$ cat config.mk
export PLATFORM = sky130hd
export DESIGN_NAME = serial_subtractor_flat
export DESIGN_NICKNAME = d
export VERILOG_FILES = /design/src/rtl/serial_subtractor_if.sv /design/src/rtl/serial_subtractor.sv /design/src/flat_wrapper.sv
export SDC_FILE = /design/constraint.sdc
export NUM_CORES = 1
export LEC_CHECK = 0
export CORE_ASPECT_RATIO = 0.8
export CORE_MARGIN = 2
export CORE_UTILIZATION = 35
export CTS_CLUSTER_SIZE = 40
export DETAILED_ROUTE_END_ITERATION = 6
export PLACE_DENSITY = 0.57
export RECOVER_POWER = 25
export SETUP_SLACK_MARGIN = 0.05
export SLEW_MARGIN = 20
export SYNTH_ARGS = -nofsm -noshare
export SYNTH_HDL_FRONTEND = slang
export SYNTH_SLANG_ARGS = --single-unit
$ cat constraint.sdc
create_clock -name clk -period 1.7 [get_ports clk]
set_clock_uncertainty 0.1 [all_clocks]
set_input_delay 0.34 -clock clk [delete_from_list [all_inputs] [get_ports clk]]
set_output_delay 0.34 -clock clk [all_outputs]
set_load 0.005 [all_outputs]
$ cat src/rtl/serial_subtractor_if.sv
// serial_subtractor_if: start/operand request and result bundle for the bit-serial subtractor
interface serial_subtractor_if #(
  parameter int WIDTH = 8
);
  logic             start;
  logic [WIDTH-1:0] A;
  logic [WIDTH-1:0] B;
  logic             Bin;
  logic             busy;
  logic             done;
  logic [WIDTH-1:0] Diff;
  logic             Bout;
  logic             V;
  modport master (output start, A, B, Bin, input busy, done, Diff, Bout, V);
  modport slave (input start, A, B, Bin, output busy, done, Diff, Bout, V);
endinterface

$ cat src/rtl/serial_subtractor.sv
// serial_subtractor: bit-serial A - B - Bin, LSB first, one full-subtractor cell and a borrow flop
module serial_subtractor #(
  parameter int WIDTH = 8,
  parameter int CW    = 4
) (
  input  logic               clk,
  input  logic               rst,
  serial_subtractor_if.slave bus
);
  typedef enum logic [1:0] {IDLE, SHIFT, DONE} state_t;
  state_t           state, nxt;
  logic [WIDTH-1:0] ra, rb, res;
  logic [CW-1:0]    cnt;
  logic             br, sa, sb, d, bn, last, accept;
  always_comb begin
    d      = ra[0] ^ rb[0] ^ br;
    bn     = (~ra[0] & rb[0]) | (~(ra[0] ^ rb[0]) & br);
    last   = cnt == CW'(WIDTH - 1);
    accept = bus.start && state != SHIFT;
    nxt    = accept ? SHIFT : (state == SHIFT) ? (last ? DONE : SHIFT) : IDLE;
  end
  always_ff @(posedge clk or posedge rst)
    if (rst) state <= IDLE;
    else     state <= nxt;
  assign bus.busy = state == SHIFT;
  assign bus.done = state == DONE;
  // sign bits are kept separately because ra/rb are consumed by the shift
  always_ff @(posedge clk or posedge rst)
    if (rst) begin
      ra       <= '0;
      rb       <= '0;
      res      <= '0;
      br       <= 1'b0;
      sa       <= 1'b0;
      sb       <= 1'b0;
      cnt      <= '0;
      bus.Diff <= '0;
      bus.Bout <= 1'b0;
      bus.V    <= 1'b0;
    end else if (accept) begin
      ra  <= bus.A;
      rb  <= bus.B;
      br  <= bus.Bin;
      sa  <= bus.A[WIDTH-1];
      sb  <= bus.B[WIDTH-1];
      cnt <= '0;
    end else if (state == SHIFT) begin
      ra  <= ra >> 1;
      rb  <= rb >> 1;
      br  <= bn;
      res <= {d, res[WIDTH-1:1]};
      cnt <= cnt + CW'(1);
      if (last) begin
        bus.Diff <= {d, res[WIDTH-1:1]};
        bus.Bout <= bn;
        bus.V    <= (sa ^ sb) & (sa ^ d);
      end
    end
endmodule

$ cat src/flat_wrapper.sv
// flat-port wrapper written by rule: the top's interface ports become plain ports
module serial_subtractor_flat 
#(
  parameter int WIDTH = 8,
  parameter int CW    = 4
)
  (clk, rst, bus_start, bus_A, bus_B, bus_Bin, bus_busy, bus_done, bus_Diff, bus_Bout, bus_V);
  serial_subtractor_if #(.WIDTH(WIDTH)) bus_i ();
  input  logic clk;
  input  logic rst;
  input wire logic [$bits(bus_i.start)-1:0] bus_start;
  input wire logic [$bits(bus_i.A)-1:0] bus_A;
  input wire logic [$bits(bus_i.B)-1:0] bus_B;
  input wire logic [$bits(bus_i.Bin)-1:0] bus_Bin;
  output wire logic [$bits(bus_i.busy)-1:0] bus_busy;
  output wire logic [$bits(bus_i.done)-1:0] bus_done;
  output wire logic [$bits(bus_i.Diff)-1:0] bus_Diff;
  output wire logic [$bits(bus_i.Bout)-1:0] bus_Bout;
  output wire logic [$bits(bus_i.V)-1:0] bus_V;
  assign bus_i.start = bus_start;
  assign bus_i.A = bus_A;
  assign bus_i.B = bus_B;
  assign bus_i.Bin = bus_Bin;
  assign bus_busy = bus_i.busy;
  assign bus_done = bus_i.done;
  assign bus_Diff = bus_i.Diff;
  assign bus_Bout = bus_i.Bout;
  assign bus_V = bus_i.V;
  serial_subtractor #(.WIDTH(WIDTH), .CW(CW)) u_core (.clk(clk), .rst(rst), .bus(bus_i));
endmodule
== Yosys cells after proc, flatten, opt, wreduce, memory -nomap -nowiden ==
Index checks and enable logic that the tools add are counted.

* Reduce and logical (&&, ||, !) cells: 4
* Equality and inequality tests: 4
* Mux-type cells: 11
* Bitwise operators: 11
* Add/sub/neg operators: 1

{| class="wikitable"
|+ Operator list
! kind !! count
|-
| $mux W8 || 4
|-
| $mux W4 || 2
|-
| $mux W2 || 3
|-
| $add A4 B1 Y4 const B || 1
|-
| $eq A4 B3 Y1 const B || 1
|-
| $xor A1 B1 Y1 || 4
|-
| $and A1 B1 Y1 || 3
|-
| $not A1 Y1 || 3
|-
| $reduce_and A3 Y1 || 1
|-
| $eq A2 B1 Y1 const B || 1
|-
| $eq A2 B2 Y1 const B || 1
|-
| $mux W1 || 2
|-
| $ne A2 B1 Y1 const B || 1
|-
| $reduce_and A2 Y1 || 1
|-
| $reduce_bool A2 Y1 || 1
|-
| $logic_and A1 B1 Y1 || 1
|-
| $or A1 B1 Y1 || 1
|}

* Output and inout bits: 12
* Input bits: 20
* Flip-flop bits (word level): 43
* Logic and storage cells: 42

== Depth between registers and ports, before layout ==
* Depth after elaboration: 6
* Gate-level depth with buffers: 5
* Gate-level depth less buffers: 5

== Least setup slack after synthesis ==
Ideal clock, no wire load.

* Path type: reg-to-reg
* From: register u_core.cnt[0]
* To: register u_core.bus.Diff[0]
* Library setup time: 125 ps
* Cell stages (with the launch flop): 6
* Path slack: 195 ps
* Path buffers: 1
* Arrival: 1,280 ps
* Period minus slack after synthesis: 1,505 ps
* Data required time: 1,475 ps
* Cells stage by stage: dfrtp_1 -> ha_1 -> nand2_1 -> nor3_4 -> buf_6 -> mux2_2

* Longest elaborated chain between the ends: 2

{| class="wikitable"
|+ Ends and longest elaborated chain
! item !! RTL line !! RTL
|-
| from (decl) || serial_subtractor.sv:13 || <nowiki>logic [CW-1:0] cnt;</nowiki>
|-
| from (signal assigned) || serial_subtractor.sv:52 || <nowiki>cnt <= cnt + CW'(1);</nowiki>
|-
| $eq A4 B3 Y1 || serial_subtractor.sv:18 || <nowiki>last = cnt == CW'(WIDTH - 1);</nowiki>
|-
| $reduce_and A3 Y1 (no source line) || - ||
|-
| to (signal assigned) || serial_subtractor.sv:54 || <nowiki>bus.Diff <= {d, res[WIDTH-1:1]};</nowiki>
|-
| to (decl) || serial_subtractor_if.sv:15 || <nowiki>modport slave (input start, A, B, Bin, output busy, done, Diff, Bout, V);</nowiki>
|}

Every way passes these cells.
A chain may end at the register's enable or synchronous reset.

== Final worst setup path ==
* From: register u_core.cnt[0]
* To: register u_core.bus.V

* Longest elaborated chain between the ends: 2

{| class="wikitable"
|+ Ends and longest elaborated chain
! item !! RTL line !! RTL
|-
| $eq A4 B3 Y1 || serial_subtractor.sv:18 ||
|-
| $reduce_and A3 Y1 (no source line) || - ||
|-
| to (signal assigned) || serial_subtractor.sv:56 || <nowiki>bus.V <= (sa ^ sb) & (sa ^ d);</nowiki>
|-
| to (decl) || serial_subtractor_if.sv:15 ||
|}

Every way passes these cells.

==> flow_summary.ini <==
[floorplan]
num_rows = 23
coreArea_um2 = 5010
die_area_um2 = 5800
pin_count = 32
die_h_um = 68.5
die_w_um = 84.6
start_util_pct = 36.4

[detailed_routing]
dr.first_iter.drc_count = 100
wl_um = 3390
drtPass1Iterations = 4
vias = 1206
final_antenna_net_count = 0
vias_per_cell = 4.60
drc_errors = 0
routedWlPerCell_um = 12.9

[setup_path]
start_kind = register
crit_fanout = 11
worstSetupPathType = reg2reg
cp_slowest_cell = dfrtp_1
worstPathArrival_ps = 1680
crit_required_ps = 1770
crit_chain = ha_2 -> nand2_1 -> nor3_4 -> buf_12 -> mux2_2
critPathMaxStageDelay_ps = 370
endpoint_kind = register

[place]
dp.cells = 251
gp_congestion = 0.731
placed_cell_area_um2 = 2230
port_buffers = 31
hpwlAfterDp_um = 2280

[synthesis]
synthCells = 160
synth.area.top_cells = dfrtp_1 (58%), mux2i_1 (10%), nand2_1 (8.7%)
avgSynthCellArea_um2 = 11.4
syn_area_um2 = 1820
synth_top_area_share_pct = 57.7
yosysTopAreaCell = dfrtp_1
yosys_warnings = 0
ys_types = 24
synth-seq-area-share_pct = 57.7
yosys_register_bits = 42
synth_nets = 182

[grt]
grt_pass1_wl_um = 5750
overflow = 0
antenna_found_initial = 0
grt_max_degree = 44
grt_usage_pct = 13.2
grt_pass1_vias = 1255

[timing]
hold_viol = 0
rsz0062_at_grt = yes
period_share_pct = 94.6
tns_ps = 0
fin_crit_ps = 1610
fmax_ghz = 0.622
final_max_slew_viol_count = 0
max_slew_margin_pct = 31.3
tightest_slew_ps = 1030
setup_violations = 0

[clocking]
htree_levels = 2
clockRootBuffer = clkbuf_8
cts_sinks = 42
insertion_delay_ps = 290
cts_made_buffers = 5
cts_hold_buffers = 0
clock_path_buffers = 2
cts.reportedPaths.clkPinSlew_ps = 80
cts_tree = built

[cells_and_area]
nNetsFinal = 222
drive_above_1_share_pct = 16.5
syn2layout_area_growth_pct = 30.1
num-fill-cells = 489
fin_area_um2 = 2370
diodes = 0
fin_cells = 262

[power]
leakagePower_nw = 1.12
p_per_area_nw_per_um2 = 1640
max-vdd-ir-drop_mv = 0.530

[flow_run]
max_cap_violations = 0

[worst_hold_path]
hp-class = reg2reg

[status]
status = finished clean
## layout by cell type, fill, tap and decap left out, drive strengths merged, types with 2 or more instances in the layout
master	netlist	routed
clkbuf	1	7
mux2i	19	19
nor2	2	2
dlygate4sd2	0	2
dfrtp	42	42
buf	7	9
inv	4	4
dlymetal6s2s	0	3
and2b	2	2
nand2b	4	4
nand2	42	42
o21ai	15	15
mux2	12	12
clkdlybuf4s50	0	26
## critical path: cells and delay by family (launching register included)
kind / cells / cell delay, ps
flip-flops: 1 / 370
multiplexers: 1 / 330
AND/OR/NAND/NOR: 2 / 320
adder cells (fa/ha/maj): 1 / 200
buffers and inverters: 1 / 160
## cell type report
class | count | area, µm² | share of cell area (%)
clock buffer | 6 | 82.6 | 3.49
clock inverter | 1 | 30.0 | 1.27
inverter | 5 | 18.8 | 0.792
multi-input combinational | 105 | 708 | 29.9
sequential | 42 | 1050 | 44.4
tap | 62 | 77.6 | 3.28
timing repair buffer | 41 | 400 | 16.9
## stage by stage
stage | hold WS [ps] | total power [mW] | setup WS [ps] | utilization, %
2_1_floorplan | 340 | 2.52 | 195 | -
3_3_place_gp | 357 | 3.01 | 111 | 44.6
3_5_place_dp | 360 | 3.07 | 64.8 | 44.6
4_1_cts | 298 | 3.94 | 62.7 | 47.3
5_1_grt | 418 | 4.19 | 17.8 | 47.3
6_report | 377 | 3.88 | 91.7 | 47.3
## Yosys cell counts
master and number:
nand2b_4 1, mux2i_1 19, nand3_1 1, mux2_2 12, nand2b_1 3, o211a_1 1, clkbuf_1 1, a41oi_1 1
ha_1 1, and2b_1 2, nand2_1 42, nor3_4 1, clkinv_1 1, buf_4 1, buf_2 5, a31oi_1 1
fa_1 1, buf_6 1, inv_1 4, a21oi_1 1, o21ai_0 15, dfrtp_1 42, o22ai_1 1, nor2_1 2
## layer usage
| metal | global-route usage, % | share of wire (%) | up-vias |
|---|---|---|---|
| li1 | - | - | 611 |
| met1 | 16.5 | 47 | 573 |
| met2 | 21.2 | 49 | 15 |
| met3 | 3.21 | 2.2 | 7 |
| met4 | 7.74 | 2.4 | 0 |
| met5 | 0 | 0 | - |
## cells by family after synthesis
family / synth area share, %
compound gates: 6.12
mux: 17.9
fa+ha+maj: 1.79
flops: 57.7
buf+inv: 3.64
simple gates: 12.9
## sequential cells by signal, summed over array words and instances, names as in the netlist
register         cells
u_core.bus.Diff      8
u_core.ra            8
u_core.rb            8
u_core.res           7
u_core.cnt           4
u_core.state         2
u_core.br            1
u_core.bus.Bout      1
u_core.bus.V         1
u_core.sa            1
u_core.sb            1
## final timing paths
path	from	slack, ps	endpoint	depth (start not counted)
min in group asynchronous	rst	560	u_core.rb[6]	3
max reg2reg	u_core.cnt[0]	90	u_core.bus.V	5
max in group asynchronous	rst	310	u_core.bus.Diff[7]	3
min reg2reg	u_core.res[2]	380	u_core.res[1]	2
max	u_core.cnt[0]	90	u_core.bus.V	5
min	u_core.res[2]	380	u_core.res[1]	2
## where the power goes
part           switching, mW  internal [mW]  leakage (nW)
Combinational          0.622          0.767         0.543
Clock                  0.339          0.470        0.0573
Sequential             0.256           1.43         0.521
Total                   1.22           2.67          1.12
## repair_timing
action / in CTS / in global routing
endpoints found under the setup margin: 9 / 12
endpoints found under the hold margin: 0 / 0
cloned: 0 / 0
gates resized for setup: 3 / 4
buffers inserted: 3 / 1
pin swaps: 1 / 0
Note: power is estimated with default switching activity, not from simulation.
